`src/rtl/mpu_csr_master.sv`:
```
// CSR initiator that launches an MPU run, services its interrupts, forwards 64-bit user data
// to a consumer, and reports end/error/abort/timeout back to the command side.
module mpu_csr_master #(
  parameter logic [3:0]  csr_addr = 4'h0,
  parameter logic [9:0]  reg_stat = 10'h000,
  parameter logic [9:0]  reg_ctrl = 10'h001,
  parameter logic [9:0]  reg_udl  = 10'h002,
  parameter logic [9:0]  reg_udh  = 10'h003,
  parameter logic [31:0] timeout  = 32'd1000000
) (
  input  logic        sys_clk,
  input  logic        sys_rst_n,
  output logic [13:0] csr_a,
  output logic        csr_we,
  output logic [31:0] csr_di,
  input  logic [31:0] csr_do,
  input  logic        irq,
  input  logic        cmd_start,
  input  logic        cmd_stop,
  output logic        busy,
  output logic        done,
  output logic [1:0]  status,
  output logic [63:0] ud_data,
  output logic        ud_valid,
  input  logic        ud_ready
);

  typedef enum logic [3:0] {
    S_IDLE, S_CLR0, S_GO, S_GUARD, S_WAIT_IRQ, S_RD_STAT, S_RD_L,
    S_RD_H, S_HAND, S_ACK, S_STOP, S_CLR1, S_FIN
  } state_t;

  localparam logic [1:0] RES_END   = 2'b00;
  localparam logic [1:0] RES_ERR   = 2'b01;
  localparam logic [1:0] RES_ABORT = 2'b10;
  localparam logic [1:0] RES_TMO   = 2'b11;

  state_t      state_q, state_d;
  logic        phase_q, phase_d;
  logic [31:0] cnt_q, cnt_d;
  logic [1:0]  result_q, result_d;
  logic [13:0] csr_a_q, csr_a_d;
  logic        csr_we_q, csr_we_d;
  logic [31:0] csr_di_q, csr_di_d;
  logic        busy_q, busy_d;
  logic        done_q, done_d;
  logic [1:0]  status_q, status_d;
  logic [63:0] ud_data_q, ud_data_d;
  logic        ud_valid_q, ud_valid_d;
  logic        abortable;

  always_comb begin
    state_d   = state_q;
    phase_d   = 1'b0;
    cnt_d     = cnt_q;
    result_d  = result_q;
    ud_data_d = ud_data_q;
    abortable = !(state_q inside {S_IDLE, S_STOP, S_CLR1, S_FIN});

    case (state_q)
      S_IDLE:  if (cmd_start) state_d = S_CLR0;
      S_CLR0:  state_d = S_GO;
      S_GO:    state_d = S_GUARD;
      S_GUARD: begin
        if (phase_q) begin
          state_d = S_WAIT_IRQ;
          cnt_d   = 32'd0;
        end else begin
          phase_d = 1'b1;
        end
      end
      S_WAIT_IRQ: begin
        cnt_d = cnt_q + 32'd1;
        if (irq) begin
          state_d = S_RD_STAT;
        end else if ((timeout != 32'd0) && (cnt_q == timeout - 32'd1)) begin
          result_d = RES_TMO;
          state_d  = S_STOP;
        end
      end
      S_RD_STAT: begin
        // Read data is valid on the second cycle of every read state.
        if (!phase_q) begin
          phase_d = 1'b1;
        end else if (csr_do[1]) begin
          result_d = RES_ERR;
          state_d  = S_CLR1;
        end else if (csr_do[0]) begin
          result_d = RES_END;
          state_d  = S_CLR1;
        end else if (csr_do[2]) begin
          state_d = S_RD_L;
        end else begin
          state_d = S_WAIT_IRQ;
        end
      end
      S_RD_L: begin
        if (!phase_q) begin
          phase_d = 1'b1;
        end else begin
          ud_data_d[31:0] = csr_do;
          state_d         = S_RD_H;
        end
      end
      S_RD_H: begin
        if (!phase_q) begin
          phase_d = 1'b1;
        end else begin
          ud_data_d[63:32] = csr_do;
          state_d          = S_HAND;
        end
      end
      S_HAND:  if (ud_valid_q && ud_ready) state_d = S_ACK;
      S_ACK:   state_d = S_GUARD;
      S_STOP:  state_d = S_CLR1;
      S_CLR1:  state_d = S_FIN;
      S_FIN:   state_d = S_IDLE;
      default: state_d = S_IDLE;
    endcase

    // A write in flight completes this cycle anyway; a pending read is simply abandoned.
    if (cmd_stop && abortable) begin
      result_d  = RES_ABORT;
      state_d   = S_STOP;
      phase_d   = 1'b0;
      cnt_d     = cnt_q;
      ud_data_d = ud_data_q;
    end

    busy_d     = (state_d != S_IDLE);
    done_d     = (state_d == S_FIN);
    status_d   = done_d ? result_d : status_q;
    ud_valid_d = (state_d == S_HAND);

    // Bus outputs are registered, so they are decoded from the state being entered.
    csr_we_d = 1'b0;
    csr_a_d  = 14'd0;
    csr_di_d = 32'd0;
    case (state_d)
      S_CLR0, S_CLR1: begin
        csr_we_d = 1'b1;
        csr_a_d  = {csr_addr, reg_stat};
        csr_di_d = 32'h7;
      end
      S_GO: begin
        csr_we_d = 1'b1;
        csr_a_d  = {csr_addr, reg_ctrl};
        csr_di_d = 32'h3;
      end
      S_ACK: begin
        csr_we_d = 1'b1;
        csr_a_d  = {csr_addr, reg_stat};
        csr_di_d = 32'h4;
      end
      S_STOP: begin
        csr_we_d = 1'b1;
        csr_a_d  = {csr_addr, reg_ctrl};
        csr_di_d = 32'h1;
      end
      S_RD_STAT: csr_a_d = {csr_addr, reg_stat};
      S_RD_L:    csr_a_d = {csr_addr, reg_udl};
      S_RD_H:    csr_a_d = {csr_addr, reg_udh};
      default:   csr_a_d = 14'd0;
    endcase
  end

  always_ff @(posedge sys_clk or negedge sys_rst_n) begin
    if (!sys_rst_n) begin
      state_q    <= S_IDLE;
      phase_q    <= 1'b0;
      cnt_q      <= 32'd0;
      result_q   <= 2'b00;
      csr_a_q    <= 14'd0;
      csr_we_q   <= 1'b0;
      csr_di_q   <= 32'd0;
      busy_q     <= 1'b0;
      done_q     <= 1'b0;
      status_q   <= 2'b00;
      ud_data_q  <= 64'd0;
      ud_valid_q <= 1'b0;
    end else begin
      state_q    <= state_d;
      phase_q    <= phase_d;
      cnt_q      <= cnt_d;
      result_q   <= result_d;
      csr_a_q    <= csr_a_d;
      csr_we_q   <= csr_we_d;
      csr_di_q   <= csr_di_d;
      busy_q     <= busy_d;
      done_q     <= done_d;
      status_q   <= status_d;
      ud_data_q  <= ud_data_d;
      ud_valid_q <= ud_valid_d;
    end
  end

  assign csr_a    = csr_a_q;
  assign csr_we   = csr_we_q;
  assign csr_di   = csr_di_q;
  assign busy     = busy_q;
  assign done     = done_q;
  assign status   = status_q;
  assign ud_data  = ud_data_q;
  assign ud_valid = ud_valid_q;

endmodule

```
`config.mk`:
```
export PLATFORM = sky130hd
export DESIGN_NAME = mpu_csr_master
export DESIGN_NICKNAME = d
export VERILOG_FILES = /design/src/rtl/mpu_csr_master.sv
export SDC_FILE = /design/constraint.sdc
export NUM_CORES = 1
export LEC_CHECK = 0
export BUFFER_PORTS_ARGS = -buffer_cell sky130_fd_sc_hd__clkbuf_2
export CAP_MARGIN = 0
export CORE_ASPECT_RATIO = 0.8
export CORE_MARGIN = 2
export CORE_UTILIZATION = 32
export CTS_BUF_LIST = sky130_fd_sc_hd__clkbuf_8
export DETAILED_ROUTE_END_ITERATION = 16
export GPL_TIMING_DRIVEN = 0
export HOLD_SLACK_MARGIN = 0.08
export PLACE_DENSITY = 0.61
export SYNTH_ARGS = -nofsm -noshare
export SYNTH_HDL_FRONTEND = slang
export SYNTH_SLANG_ARGS = --single-unit
```
`constraint.sdc`:
```
create_clock -name sys_clk -period 6.6 [get_ports sys_clk]
set_clock_uncertainty 0.2 [all_clocks]
set_input_delay 0 -clock sys_clk [delete_from_list [all_inputs] [get_ports sys_clk]]
set_output_delay 0 -clock sys_clk [all_outputs]
set_load 0.005 [all_outputs]
```
==> After elaboration in Yosys (flattened, before gate mapping) <==
Cells that the tools add are included.
{ "totals": {"out_inout_bits": 116, "reg_bits": 155} }
{ "classes": {"n_mux": 28, "reduce_logical": 15, "n_addsub": 1, "bitwise": 1, "n_eq_ne": 23} }
{ "op_table": {"columns": ["operator", "n"], "rows": [
  ["32-bit case mux with 2 select lines", 1],
  ["4-bit two-way mux", 11],
  ["4-bit case mux with 11 select lines", 1],
  ["4-bit == test, second input constant", 10],
  ["32-bit by 1-bit adder with 32-bit output, second input constant", 1],
  ["32-bit by 20-bit == test with 1-bit output, second input constant", 1],
  ["32-bit two-way mux", 1],
  ["4-bit by 3-bit == test with 1-bit output, second input constant", 6],
  ["2-bit two-way mux", 7],
  ["4-bit by 2-bit == test with 1-bit output, second input constant", 3],
  ["3-bit case mux with 4 select lines", 1],
  ["3-bit AND reduction", 3],
  ["4-bit by 1-bit == test with 1-bit output, second input constant", 2],
  ["4-bit nonzero test", 2],
  ["2-bit case mux with 3 select lines", 1],
  ["2-bit OR reduction", 3],
  ["5-bit OR reduction", 1],
  ["4-bit zero test", 1],
  ["1-bit two-way mux", 4],
  ["2-bit case mux with 2 select lines", 1],
  ["4-bit OR reduction", 1],
  ["1-bit logical AND", 2],
  ["2-bit inequality test, second input constant", 1],
  ["2-bit nonzero test", 1],
  ["2 further kinds", 2]
]} }

==> Depth between registers and ports, before layout <==
{ "logic_depth": {"depth_word": 9, "depth_mapped": 9} }

==> Least setup slack after synthesis <==
No wires, ideal clock.
{ "synth_path": {"path_type": "reg2reg", "from": "register state_q[3]", "to": "register csr_di_q[1] (netlist: csr_di[1])", "stages_incl_launch_ff": 10, "arrival_time_ns": 1.926, "n_path_buf": 2, "setup_time_ns": 0.138, "slack_ns": 4.337, "period_less_slack_ns": 2.263, "required_ns": 6.262, "path_cell_list": "dfrtp_1 buf_6 or4b_1 buf_6 nor2_4 nor4b_4 nor3_2 clkinv_2 mux2i_1 o31ai_2"} }
{ "synth_via": {"elab_chain_cells": 8} }
{ "synth_rtl": {"columns": ["item", "line", "source"], "rows": [
  ["start: declaration", "38", "state_t state_q, state_d;"],
  ["start signal: assignment", "182", "state_q <= state_d;"],
  ["branches (longest 4 deep; another with 4-bit case mux with 11 select lines)", null, null],
  ["4-bit two-way mux (*)", "122", "if (cmd_stop && abortable) begin"],
  ["named net state_d[3]", "38", null],
  ["4-bit by 1-bit == test with 1-bit output or 4-bit == test (tied branches)", "139", "case (state_d)"],
  ["2-bit OR reduction", null, null],
  ["3-bit case mux with 4 select lines (*)", "139", null],
  ["named net csr_di_d[1]", "44", "logic [31:0] csr_di_q, csr_di_d;"],
  ["end signal: assignment", "188", "csr_di_q <= csr_di_d;"],
  ["end: declaration", "44", null]
]} }
Mark *: on every way through the listed nets, which the timed path passes.
A chain may end at the register's enable or synchronous reset.

==> Worst setup path in the final report <==
{ "layout_path": {"from": "register state_q[2]", "to": "register cnt_q[7]"} }
{ "layout_via": {"elab_chain_cells": 6} }
{ "layout_rtl": {"columns": ["item", "line", "source"], "rows": [
  ["4-bit == test or 4-bit zero test (tied branches)", "58", "abortable = !(state_q inside {S_IDLE, S_STOP, S_CLR1, S_FIN});"],
  ["4-bit nonzero test", "58", null],
  ["1-bit zero test", "58", null],
  ["1-bit logical AND", "122", null],
  ["1-bit inverter (no source line)", null, null],
  ["3-bit AND reduction (no source line)", null, null],
  ["end signal: assignment", "184", "cnt_q <= cnt_d;"],
  ["end: declaration", "40", "logic [31:0] cnt_q, cnt_d;"]
]} }
Several ways; a longest one is shown, not always the timed one.

==> results.toml <==
[yosys]
synth_edf_count = 0
synth_top_flop_cell = "dfrtp_1"
syn_avg_cell_area_um2 = 11.4
yosys_warnings = 0
yosys.cell_types.count = 64
ys_ff_latch = 114
synth-seq-area-share_pct = 52.2
synth-async-reset-ratio_pct = 100
syn-cell-area_mm2 = 0.00547
synthCells = 481

[power]
p_int_mw = 1.45
p_clk_share_pct = 34.9
ir_drop_uv = 155
powerDensity_mw_per_mm2 = 283
p_seq_share_pct = 40.3
power_frac_comb_pct = 24.8
leakage_nw = 3.76
switching_power_mw = 0.607
p_total_mw = 2.05
switching_share_pct = 29.5

[die]
io_pins = 154
fp.dieH_um = 121
die_area_mm2 = 0.0182
start_util_pct = 32.8
coreArea_mm2 = 0.0167
rows = 42
die_x_um = 150

[place]
detailed_place_hpwl_mm = 9.25
portBuffers = 112
gp_congestion = 0.860

[grt]
grt_max_degree = 115
antenna_found_initial = 0
groute.usage.overall_pct = 14.7
grt_overflow = 0
grt_pass1_wl_mm = 21.1
grt_pass1_vias = 4201

[worst_setup_path]
crit_fanout = 10
critPathArrivalTime_ps = 2740
crit_type = "register to register"
required_ps = 6700
cp-start-kind = "register"
r2r_slack_ps = 3960
timing.rr.start = "state_q[2]"
worst-r2r-cell-count = 6
worstSetupEndpointType = "register"
rr_endpoint = "cnt_q[7]"

[drt]
wire_per_inst_um = 14.2
firstDrtPassIters = 4
drt_first_iter_violations = 149
viasPerCell = 4.61
drt-total-wl_mm = 13.1
drc = 0
vias = 4245
drtAntennaViolNets = 0

[cells_and_area]
layout-drive-gt1-share_pct = 37.8
layout_common_cells = "dfrtp_1 (114), clkbuf_2 (112), mux2_2 (66), buf_4 (41), conb_1 (41)"
fin_nets = 727
area_growth_pct = 32.8
antenna_cells = 0
final_common_cell = "dfrtp_1"

[clocking]
cts_num_sinks = 114
cts-root-buf = "clkbuf_8"
cts_buffer_depth = 2
cts.htree.levels = 4
cts_buffers = 17
clkSlewWorstSetupHoldPaths_ps = 70
clock_latency_ps = 410
cts_tree = "built"
cts_resized = 0

[timing]
grt_setup_unrepaired = "false"
hold_viol_final = 0
finalCritPeriodShare_pct = 40.0
worst_pin_slew_ps = 931
setup_violations = 0
whs_ps = 56.7
fmax_ghz = 0.379
setup_tns_ps = 0
max_slew_margin_pct = 37.9
slew_viol_final = 0
final.min_clock_period_ps = 2640

[status]
status = "completed"

[min_path]
hp-class = "primary input to asynchronous set/reset pin"

[run]
maxCapViolCount = 0
[critical path: stages, from the launching register on]
cell and delay, ps:
dfrtp_1 320, clkbuf_2 200, clkbuf_1 360, nand2b_1 160
nor3_1 610, nand2_1 320, o41ai_1 350
[what timing repair did]
item,in CTS,in global routing
hold buffers,36,0
hold endpoints to repair,195,0
setup buffers,0,0
[stage by stage]
| stage | instances | utilization (%) | setup WS [ps] | cell area [um^2] |
|---|---|---|---|---|
| after global placement | 853 | 38.7 | 3680 | 6450 |
| after floorplan | 521 | - | 4340 | 5620 |
| final | 921 | 43.6 | 3960 | 7260 |
| after global routing | 921 | 43.6 | 3730 | 7260 |
| after detailed placement | 853 | 38.8 | 3980 | 6460 |
| after CTS | 921 | 43.6 | 3960 | 7260 |
[routing by layer]
layer | vias up | GRT usage (%) | wire, um | part of all wire, %
met5 | - | 0 | 0 | 0
met4 | 0 | 4.95 | 124 | 0.95
met3 | 8 | 3.50 | 733 | 5.6
met2 | 138 | 23.3 | 6250 | 48
met1 | 2053 | 19.6 | 5980 | 46
li1 | 2046 | - | - | -
[worst max-delay path by stage]
stage / endpoint / startpoint / cells past startpoint / slack (ps)
after global routing: csr_di[0] / cnt_q[0] / 7 / 3730
after global placement: ud_data[37] / sys_rst_n / 1 / 3680
after CTS: cnt_q[7] / state_q[2] / 6 / 3960
after detailed placement: cnt_q[7] / state_q[2] / 6 / 3980
final: cnt_q[7] / state_q[2] / 6 / 3960
after floorplan: csr_di[1] / state_q[3] / 9 / 4340
[logic make-up after synthesis]
| family | after synthesis | share of synthesized area [%] |
|---|---|---|
| muxes | 68 | 14.0 |
| adders and majority gates | 1 | 0.229 |
| DFF | 114 | 52.2 |
| xor gates and xnor gates | 21 | 3.36 |
| and+or+nand+nor | 149 | 15.2 |
| other | 1 | 0.0686 |
| buffers and inverters | 71 | 8.08 |
| AOI/OAI and AO/OA | 56 | 6.91 |
[registers in the layout, indices dropped and copies added (netlist names)]
register and count:
ud_valid 1, csr_we 1, status 2, csr_di 3
done 1, ud_data 64, busy 1, result_q 2
state_q 4, phase_q 1, csr_a 2, cnt_q 32
[synth_stat cells, drive strengths merged, types with 3 or more instances]
cell | n | area, um^2
a31oi | 3 | 18.8
and4 | 4 | 35.0
or3 | 4 | 25.0
clkbuf | 13 | 50.0
buf | 52 | 368
nor3 | 8 | 45.0
inv | 5 | 18.8
nor2b | 6 | 37.5
dfrtp | 114 | 2850
nor2 | 39 | 154
nand4 | 7 | 43.8
nor4b | 5 | 58.8
mux2 | 66 | 743
o21ai | 20 | 100
nor4 | 7 | 56.3
o41ai | 3 | 26.3
a21oi | 7 | 35.0
and3 | 8 | 50.1
o31ai | 3 | 27.5
nand2 | 25 | 93.8
xor2 | 18 | 158
xnor2 | 3 | 26.3
nand3 | 22 | 110
[final cells by class]
| class | count | area [um^2] |
|---|---|---|
| sequential | 114 | 2850 |
| fill | 1581 | 9400 |
| clock inverter | 12 | 164 |
| tap | 220 | 275 |
| buffer | 65 | 418 |
| timing repair buffer | 148 | 930 |
| clock buffer | 20 | 275 |
| multi-input combinational | 336 | 2320 |
| inverter | 6 | 23.8 |
[power groups by stage]
stage | sequential, mW | combinational (mW) | clock [mW]
global route | 0.837 | 0.568 | 0.770
finish | 0.827 | 0.510 | 0.716
global placement | 0.835 | 0.482 | 0
detailed placement | 0.839 | 0.492 | 0
CTS | 0.827 | 0.510 | 0.738
floorplan | 0.837 | 0.315 | 0
(Power assumes the default switching activity.)
